## src/rtl/multdiv_pkg.sv

```systemverilog
`timescale 1ns/1ps
// multdiv_pkg
// Shared definitions for the multiply/divide sequencer:
//   state_t          - sequencer FSM encoding (IDLE, START, BUSY, DONE)
//   STAT_*           - result_status codes presented to the DX->XM latch
//   MAX_CYCLES_DEF   - default BUSY-cycle budget before the operation is aborted
package multdiv_pkg;

    typedef enum logic [1:0] {
        IDLE  = 2'd0,
        START = 2'd1,
        BUSY  = 2'd2,
        DONE  = 2'd3
    } state_t;

    localparam logic [2:0] STAT_OK      = 3'd0;
    localparam logic [2:0] STAT_MULT    = 3'd4;
    localparam logic [2:0] STAT_DIV     = 3'd5;
    localparam logic [2:0] STAT_TIMEOUT = 3'd6;

    localparam int MAX_CYCLES_DEF = 40;

endpackage

```

## src/rtl/multdiv_ctrl.sv

```systemverilog
`timescale 1ns/1ps
// multdiv_ctrl
// Sequencer that owns the multi-cycle multiplier/divider for the DX stage.
// A mul/div in DX is accepted, its operands are latched and a one-cycle start
// pulse is sent to the unit; the pipeline is stalled until the unit reports
// ready or MAX_CYCLES BUSY cycles elapse. The result and a status code are then
// presented for one cycle (result_valid) so the DX->XM latch can capture them.
//
// Ports
//   clock, reset          rising-edge clock, asynchronous active-low reset
//   dx_valid              DX holds a real instruction
//   dx_is_mult/dx_is_div  DX instruction is a mul / div (mutually exclusive)
//   operand_a/operand_b   bypassed ALU inputs of the DX instruction
//   flush                 DX instruction is squashed this cycle
//   unit_result           result from the multdiv unit
//   unit_exception        overflow / divide-by-zero from the unit
//   unit_resultRDY        unit result valid
//   ctrl_MULT/ctrl_DIV    one-cycle start pulses to the unit
//   unit_A/unit_B         registered operands to the unit
//   stall                 hold PC/FD/DX/XM/MW enables
//   result_valid          result/result_status valid this cycle
//   result                captured product/quotient (held until next capture)
//   result_status         0 ok, 4 mult exception, 5 div exception, 6 timeout
//   o_dbg_state           current FSM state for observation
//
// Handshake: the unit is started by a single-cycle ctrl_MULT/ctrl_DIV pulse and
// answers with unit_resultRDY, which is sampled only in BUSY; result_valid is a
// single-cycle strobe with no back-pressure, the pipeline always takes it.
module multdiv_ctrl
    import multdiv_pkg::*;
#(
    parameter int MAX_CYCLES = MAX_CYCLES_DEF   // must be >= 2
) (
    input  logic        clock,
    input  logic        reset,
    input  logic        dx_valid,
    input  logic        dx_is_mult,
    input  logic        dx_is_div,
    input  logic [31:0] operand_a,
    input  logic [31:0] operand_b,
    input  logic        flush,
    input  logic [31:0] unit_result,
    input  logic        unit_exception,
    input  logic        unit_resultRDY,
    output logic        ctrl_MULT,
    output logic        ctrl_DIV,
    output logic [31:0] unit_A,
    output logic [31:0] unit_B,
    output logic        stall,
    output logic        result_valid,
    output logic [31:0] result,
    output logic [2:0]  result_status,
    output state_t      o_dbg_state
);

    localparam int CW = $clog2(MAX_CYCLES + 1);
    localparam logic [CW-1:0] CNT_LAST = CW'(MAX_CYCLES - 1);

    state_t          r_state;
    state_t          w_next_state;
    logic            r_is_div;
    logic [31:0]     r_unit_a;
    logic [31:0]     r_unit_b;
    logic            r_ctrl_mult;
    logic            r_ctrl_div;
    logic [CW-1:0]   r_cnt;
    logic [31:0]     r_result;
    logic [2:0]      r_status;
    logic            r_result_valid;

    logic            w_accept;
    logic            w_stall;
    logic            w_load;
    logic            w_cnt_clr;
    logic            w_cnt_inc;
    logic            w_cap_rdy;
    logic            w_cap_to;

    assign w_accept = dx_valid & (dx_is_mult | dx_is_div) & ~flush;

    // State register
    always_ff @(posedge clock or negedge reset) begin
        if (!reset) begin
            r_state <= IDLE;
        end else begin
            r_state <= w_next_state;
        end
    end

    // Next-state and control decode
    always_comb begin
        w_next_state = r_state;
        w_stall      = 1'b0;
        w_load       = 1'b0;
        w_cnt_clr    = 1'b0;
        w_cnt_inc    = 1'b0;
        w_cap_rdy    = 1'b0;
        w_cap_to     = 1'b0;
        case (r_state)
            IDLE: begin
                // The only combinational stall: the pipeline must hold the
                // accepting instruction in the very cycle it is decoded.
                w_stall = w_accept;
                if (w_accept) begin
                    w_load       = 1'b1;
                    w_next_state = START;
                end
            end
            START: begin
                // RDY is ignored here; it could only be a leftover from an
                // operation abandoned by flush or reset.
                w_stall   = 1'b1;
                w_cnt_clr = 1'b1;
                w_next_state = flush ? IDLE : BUSY;
            end
            BUSY: begin
                w_stall   = 1'b1;
                w_cnt_inc = 1'b1;
                if (flush) begin
                    w_next_state = IDLE;
                end else if (unit_resultRDY) begin
                    // RDY takes priority over a coincident timeout
                    w_cap_rdy    = 1'b1;
                    w_next_state = DONE;
                end else if (r_cnt == CNT_LAST) begin
                    w_cap_to     = 1'b1;
                    w_next_state = DONE;
                end
            end
            DONE: begin
                // Flush is ignored: the instruction is leaving DX this cycle.
                // Returning to IDLE before re-evaluating DX prevents the same
                // instruction from being accepted twice.
                w_next_state = IDLE;
            end
            default: begin
                w_next_state = IDLE;
            end
        endcase
    end

    // Operand latch and start pulses
    always_ff @(posedge clock or negedge reset) begin
        if (!reset) begin
            r_is_div    <= 1'b0;
            r_unit_a    <= '0;
            r_unit_b    <= '0;
            r_ctrl_mult <= 1'b0;
            r_ctrl_div  <= 1'b0;
        end else begin
            // Pulses are set only on the accept edge, so they are high for
            // exactly the START cycle.
            r_ctrl_mult <= w_load & ~dx_is_div;
            r_ctrl_div  <= w_load & dx_is_div;
            if (w_load) begin
                r_is_div <= dx_is_div;
                r_unit_a <= operand_a;
                r_unit_b <= operand_b;
            end
        end
    end

    // BUSY cycle counter; saturates instead of wrapping
    always_ff @(posedge clock or negedge reset) begin
        if (!reset) begin
            r_cnt <= '0;
        end else if (w_cnt_clr) begin
            r_cnt <= '0;
        end else if (w_cnt_inc && (r_cnt != {CW{1'b1}})) begin
            r_cnt <= r_cnt + 1'b1;
        end
    end

    // Result capture; result and status hold until the next capture
    always_ff @(posedge clock or negedge reset) begin
        if (!reset) begin
            r_result       <= '0;
            r_status       <= STAT_OK;
            r_result_valid <= 1'b0;
        end else begin
            r_result_valid <= w_cap_rdy | w_cap_to;
            if (w_cap_rdy) begin
                r_result <= unit_result;
                if (unit_exception) begin
                    r_status <= r_is_div ? STAT_DIV : STAT_MULT;
                end else begin
                    r_status <= STAT_OK;
                end
            end else if (w_cap_to) begin
                r_result <= '0;
                r_status <= STAT_TIMEOUT;
            end
        end
    end

    assign ctrl_MULT     = r_ctrl_mult;
    assign ctrl_DIV      = r_ctrl_div;
    assign unit_A        = r_unit_a;
    assign unit_B        = r_unit_b;
    // Gate with reset so the IDLE-state combinational stall is forced low
    // while reset is asserted.
    assign stall         = w_stall & reset;
    assign result_valid  = r_result_valid;
    assign result        = r_result;
    assign result_status = r_status;
    assign o_dbg_state   = r_state;

endmodule

```

## config.mk

```make
export PLATFORM = sky130hd
export DESIGN_NAME = multdiv_ctrl
export DESIGN_NICKNAME = d
export VERILOG_FILES = /design/src/rtl/multdiv_pkg.sv /design/src/rtl/multdiv_ctrl.sv
export SDC_FILE = /design/constraint.sdc
export NUM_CORES = 1
export LEC_CHECK = 0
export BUFFER_PORTS_ARGS = -buffer_cell sky130_fd_sc_hd__buf_2
export CAP_MARGIN = 10
export CORE_MARGIN = 2
export CORE_UTILIZATION = 49
export DETAILED_ROUTE_END_ITERATION = 6
export PLACE_DENSITY = 0.85
export SYNTH_ARGS = -nofsm -noshare
export SYNTH_HDL_FRONTEND = slang
export SYNTH_SLANG_ARGS = --single-unit
```

## constraint.sdc

```tcl
create_clock -name clock -period 3.5 [get_ports clock]
set_input_delay 0.875 -clock clock [delete_from_list [all_inputs] [get_ports clock]]
set_output_delay 0.875 -clock clock [all_outputs]
set_load 0.1 [all_outputs]
```

# [Yosys cells after proc, flatten, opt, wreduce, memory -nomap -nowiden]
# Cells that the tools add are included.
[word_totals] in_bits=104 out_inout_bits=105 n_memories=0 regBits=111 romBits=0 wordCells=59 ramBits=0 latch_bits=0
[classes] n_addsub=1 shifts=0 magnitude_cmp=0 div=0 n_reduce_logical=6 n_mul=0 muxes=26 n_eq_ne=7 n_bitwise=9
[op_table] operator="$mux 32" n=2
[op_table] operator="$mux 1" n=12
[op_table] operator="$mux 6" n=2
[op_table] operator="$mux 2" n=5
[op_table] operator="$mux 3" n=3
[op_table] operator="$pmux 2 s4" n=1
[op_table] operator="$add 6x1->6 const B" n=1
[op_table] operator="$eq 6x6->1 const B" n=1
[op_table] operator="$ne 6x6->1 const B" n=1
[op_table] operator="$and 1x1->1" n=5
[op_table] operator="$eq 2x2->1 const B" n=2
[op_table] operator="$ne 4x4->1 const B" n=1
[op_table] operator="$reduce_bool 2->1" n=2
[op_table] operator="$eq 2x1->1 const B" n=1
[op_table] operator="$logic_not 2->1" n=1
[op_table] operator="$ne 2x2->1 const B" n=1
[op_table] operator="$not 1->1" n=2
[op_table] operator="$or 1x1->1" n=2
[op_table] operator="$pmux 1 s2" n=1
[op_table] operator="$reduce_and 2->1" n=1
[op_table] operator="$reduce_or 2->1" n=1
[op_table] operator="$logic_and 1x1->1" n=1

# [Logic depth before layout (Yosys ltp)]
[logic_depth] ltp_word=7 ltp_mapped=9 depth_no_buf=7

# [Least setup slack after synthesis]
# Ideal clock, no wire load.
[synth_timing] path_type="flip-flop to output port" startpoint="register r_state[1] (netlist: o_dbg_state[1])" endpoint="output stall" arrival_time_ns=4.086 stages_incl_launch_ff=8 path_buffers=2 slack_ns=-1.461 required_ns=2.625 path_cell_list="dfrtp_1 inv_1 ha_1 or3b_1 buf_2 buf_6 nor2b_1 nor3b_1"
[synth_via] elab_chain_len=4 word_cells_on_any_way=6 classes_between="eq/ne (2); mux (1); bitwise (1); reduce/logical (2)"
[synth_rtl] item="start: declaration" line_no="multdiv_ctrl.sv:59" source="state_t r_state;"
[synth_rtl] item="start signal: assignment" line_no="multdiv_ctrl.sv:86" source="r_state <= w_next_state;"
[synth_rtl] item="$eq 2x2->1 / $eq 2x1->1 (equally long branches)" line_no="multdiv_ctrl.sv:99" source="case (r_state)"
[synth_rtl] item="$reduce_or 2->1 (no line)"
[synth_rtl] item="$pmux 1 s2 (*)" line_no="multdiv_ctrl.sv:99"
[synth_rtl] item="$and 1x1->1 (*)" line_no="multdiv_ctrl.sv:202" source="assign stall = w_stall & reset;"
[synth_rtl] item="end: declaration" line_no="multdiv_ctrl.sv:49" source="output logic stall,"
# Every way passes the cells marked *; elsewhere a longest branch is shown, timed or not.

# [Worst setup path after layout]
[layout_timing] startpoint="input flush" endpoint="output stall"
[layout_via] elab_chain_len=4
[layout_rtl] item="start: declaration" line_no="multdiv_ctrl.sv:41" source="input logic flush,"
[layout_rtl] item="$not 1->1" line_no="multdiv_ctrl.sv:79" source="assign w_accept = dx_valid & (dx_is_mult | dx_is_div) & ~flush;"
[layout_rtl] item="$and 1x1->1" line_no="multdiv_ctrl.sv:79"
[layout_rtl] item="$pmux 1 s2" line_no="multdiv_ctrl.sv:99"
[layout_rtl] item="$and 1x1->1" line_no="multdiv_ctrl.sv:202"
# No other way between the ends.

==> results.py <==
metrics = {
    "layout": {
        "area_delta_synth_final_pct": 31.5,
        "regArea_sq_um": 2780,
        "nNetsFinal": 600,
        "multiInputGateArea_sq_um": 1450,
        "nFillCells": 666,
        "drive_above_1_share_pct": 60.2,
        "n_antenna_cell": 0,
    },
    "synth": {
        "yosys_warnings": 0,
        "syn_nets": 392,
        "synth_edf_count": 0,
        "synth_area_leaders": "dfrtp_1 (64%), mux2_2 (12%), a22o_1 (6.5%), mux2_4 (5.9%), ha_1 (1.7%)",
        "synthArstFlopShare_pct": 100,
        "synth.cell_area_sq_um": 4330,
        "synth-seq-cells": 111,
        "ys_seq_area_share_pct": 64.2,
        "ys_types": 33,
        "syn_area_per_cell_sq_um": 15.3,
        "synth_cells": 282,
        "synth_flop_cell": "dfrtp_1",
        "synth_top_area_share_pct": 64.2,
        "yosysTopAreaCell": "dfrtp_1",
    },
    "placed_design": {
        "place.gp.congestion": 0.820,
        "dp_hpwl_um": 7210,
        "portBuffers": 208,
    },
    "setup_path": {
        "crit_arrival_ns": 2.11,
        "cp-end-kind": "output pin",
        "cp_slowest_cell": "or3b_4",
        "crit_family": "simple AND/OR/NAND/NOR gates",
        "path_max_fanout": 4,
        "critical_path.startpoint_type": "primary input",
        "crit_buf_inv": 2,
        "crit_chain": "buf_2 -> nand2b_1 -> or3b_4 -> nor2b_1 -> nor3b_4 -> buf_12",
        "critPathKind": "in2out",
        "critPathRequiredTime_ns": 2.62,
        "cpPeakStageDelay_ns": 0.37,
    },
    "job": {
        "drv_cap": 0,
    },
    "clock_tree": {
        "worstSkewPairLatency_ns": 0.36,
        "cts_max_level": 3,
        "cts_made_buffers": 9,
        "cts.sinks": 111,
        "cts.path.max_buffers": 2,
        "cts_resized": 0,
        "cts_setup_buffers": 0,
        "cts-root-buf": "clkbuf_8",
        "cts_tree": "built",
        "clk_pin_slew_ns": 0.09,
        "cts_hold_buffers": 0,
    },
    "drt": {
        "via_per_inst": 5.19,
        "wirelength_um": 9780,
        "dr.pass1.iters": 4,
        "first_iter_violations": 55,
        "num_vias": 3132,
        "drcViolationCount": 0,
        "ant_nets": 0,
        "wl_per_cell_um": 16.2,
    },
    "global_route": {
        "grt_pass1_vias": 3122,
        "grt-ovfl-total": 0,
        "grt_max_degree": 68,
        "grt_first_pass_wirelength_um": 15300,
        "grt_use_total_pct": 19.9,
        "antenna_found_initial": 0,
    },
    "timing": {
        "timing.fmax_mhz": 336,
        "fin_setup_tns_ns": 0,
        "worstMarginPinSlew_ns": 0.919,
        "finalSetupViolCount": 0,
        "finalCriticalPeriod_ns": 2.98,
        "fin_skew_ns": 0.0162,
        "grt_setup_unrepaired": "no",
        "relSlewSlack_pct": 38.7,
        "hold_viol_final": 0,
        "slew_violations": 0,
        "fin_crit_sh_pct": 85.1,
    },
    "die": {
        "core_area_sq_um": 8640,
        "initial_core_util_pct": 50.1,
        "die_y_um": 98.0,
        "pin_count": 209,
        "std_cell_rows": 34,
        "die_w_um": 98.0,
        "fp.dieArea_sq_um": 9600,
    },
    "run_status": {
        "status": "finished clean",
    },
    "min_path": {
        "hp-class": "reg2reg",
    },
}
[layout by cell type, fill, tap and decap left out, types with 2 or more instances in the layout]
| cell type | n |
|---|---|
| mux2i_1 | 3 |
| buf_4 | 6 |
| o21ai_0 | 3 |
| dfrtp_2 | 2 |
| clkbuf_8 | 10 |
| a2bb2oi_1 | 2 |
| mux2_2 | 47 |
| clkinv_4 | 3 |
| ha_1 | 6 |
| nand2_1 | 3 |
| dfrtp_1 | 109 |
| nor3_1 | 3 |
| nand3_1 | 2 |
| mux2_4 | 17 |
| a21oi_1 | 3 |
| inv_1 | 6 |
| a22o_1 | 32 |
| buf_2 | 206 |
| nor2_1 | 12 |
[synthesized netlist by cell type, types with 2 or more instances]
cell type and count:
a22o_1 32, o21ai_0 3, nor3_1 3, buf_6 3, a21oi_1 3, mux2_4 17, clkbuf_1 2, mux2_2 47
ha_1 6, dfrtp_1 111, nor2_1 12, mux2i_1 3, nand3_1 2, inv_1 6, a2bb2oi_1 2, buf_2 11
nand2_1 3
[sequential cells by signal, summed over array words and instances, names as in the netlist]
register,count
unit_A,32
unit_B,32
result_status,3
r_cnt,6
ctrl_DIV,1
o_dbg_state,2
ctrl_MULT,1
result_valid,1
result,32
r_is_div,1
[worst paths after layout]
| path | start | endpoint | slack, ns | cells after the start |
|---|---|---|---|---|
| max in group asynchronous | reset | o_dbg_state[1] | 1.60 | 3 |
| hold / removal | unit_A[12] | unit_A[12] | 0.51 | 1 |
| setup / recovery | flush | stall | 0.52 | 6 |
| setup reg to reg | o_dbg_state[0] | unit_A[14] | 1.27 | 5 |
| hold reg to reg | unit_A[12] | unit_A[12] | 0.51 | 1 |
| min in group asynchronous | reset | unit_B[30] | 0.64 | 2 |
[cell families (layout without fill, tap and decap cells)]
kind of cell             count (synthesis)  count (layout)  synth area share, %
flip-flops                             111             111                 64.2
AO/OA/AOI/OAI                           45              45                 8.56
XOR/XNOR                                 1               1                0.202
adder cells (fa/ha/maj)                  6               6                 1.74
AND/OR/NAND/NOR                         30              30                 3.73
buffers and inverters                   22             235                 2.75
multiplexers                            67              67                 18.8
[per-stage QoR]
| stage | setup slack, ns | utilization [%] | instance area [sq um] | cells | hold WS (ns) |
|---|---|---|---|---|---|
| 4_1_cts | 0.507 | 65.9 | 5690 | 603 | 0.507 |
| 3_5_place_dp | 0.513 | 63.5 | 5480 | 587 | 0.474 |
| 5_1_grt | 0.412 | 65.9 | 5690 | 603 | 0.526 |
| 3_3_place_gp | 0.526 | 63.5 | 5480 | 587 | 0.465 |
| 2_1_floorplan | 0.0169 | - | 4340 | 282 | 0.450 |
| 6_report | 0.520 | 65.9 | 5690 | 603 | 0.506 |
[area by class of cell]
type                       count  share of cell area [%]
multi-input combinational    149                    25.5
tap                          108                    2.38
timing repair buffer         213                    19.3
sequential                   111                    48.9
inverter                       6                   0.396
clock inverter                 5                    1.14
clock buffer                  11                    2.49
[routing by layer]
metal	track usage, %	routed length [um]	part of all wire [%]
met1	24.7	3870	40
met2	34.8	5090	52
met3	4.58	615	6.3
met4	6.30	199	2.0
met5	0	0	0
Power is left out: the tool's default activity adds up to more than one toggle a clock period on the data nets, which glitch-free logic cannot reach.
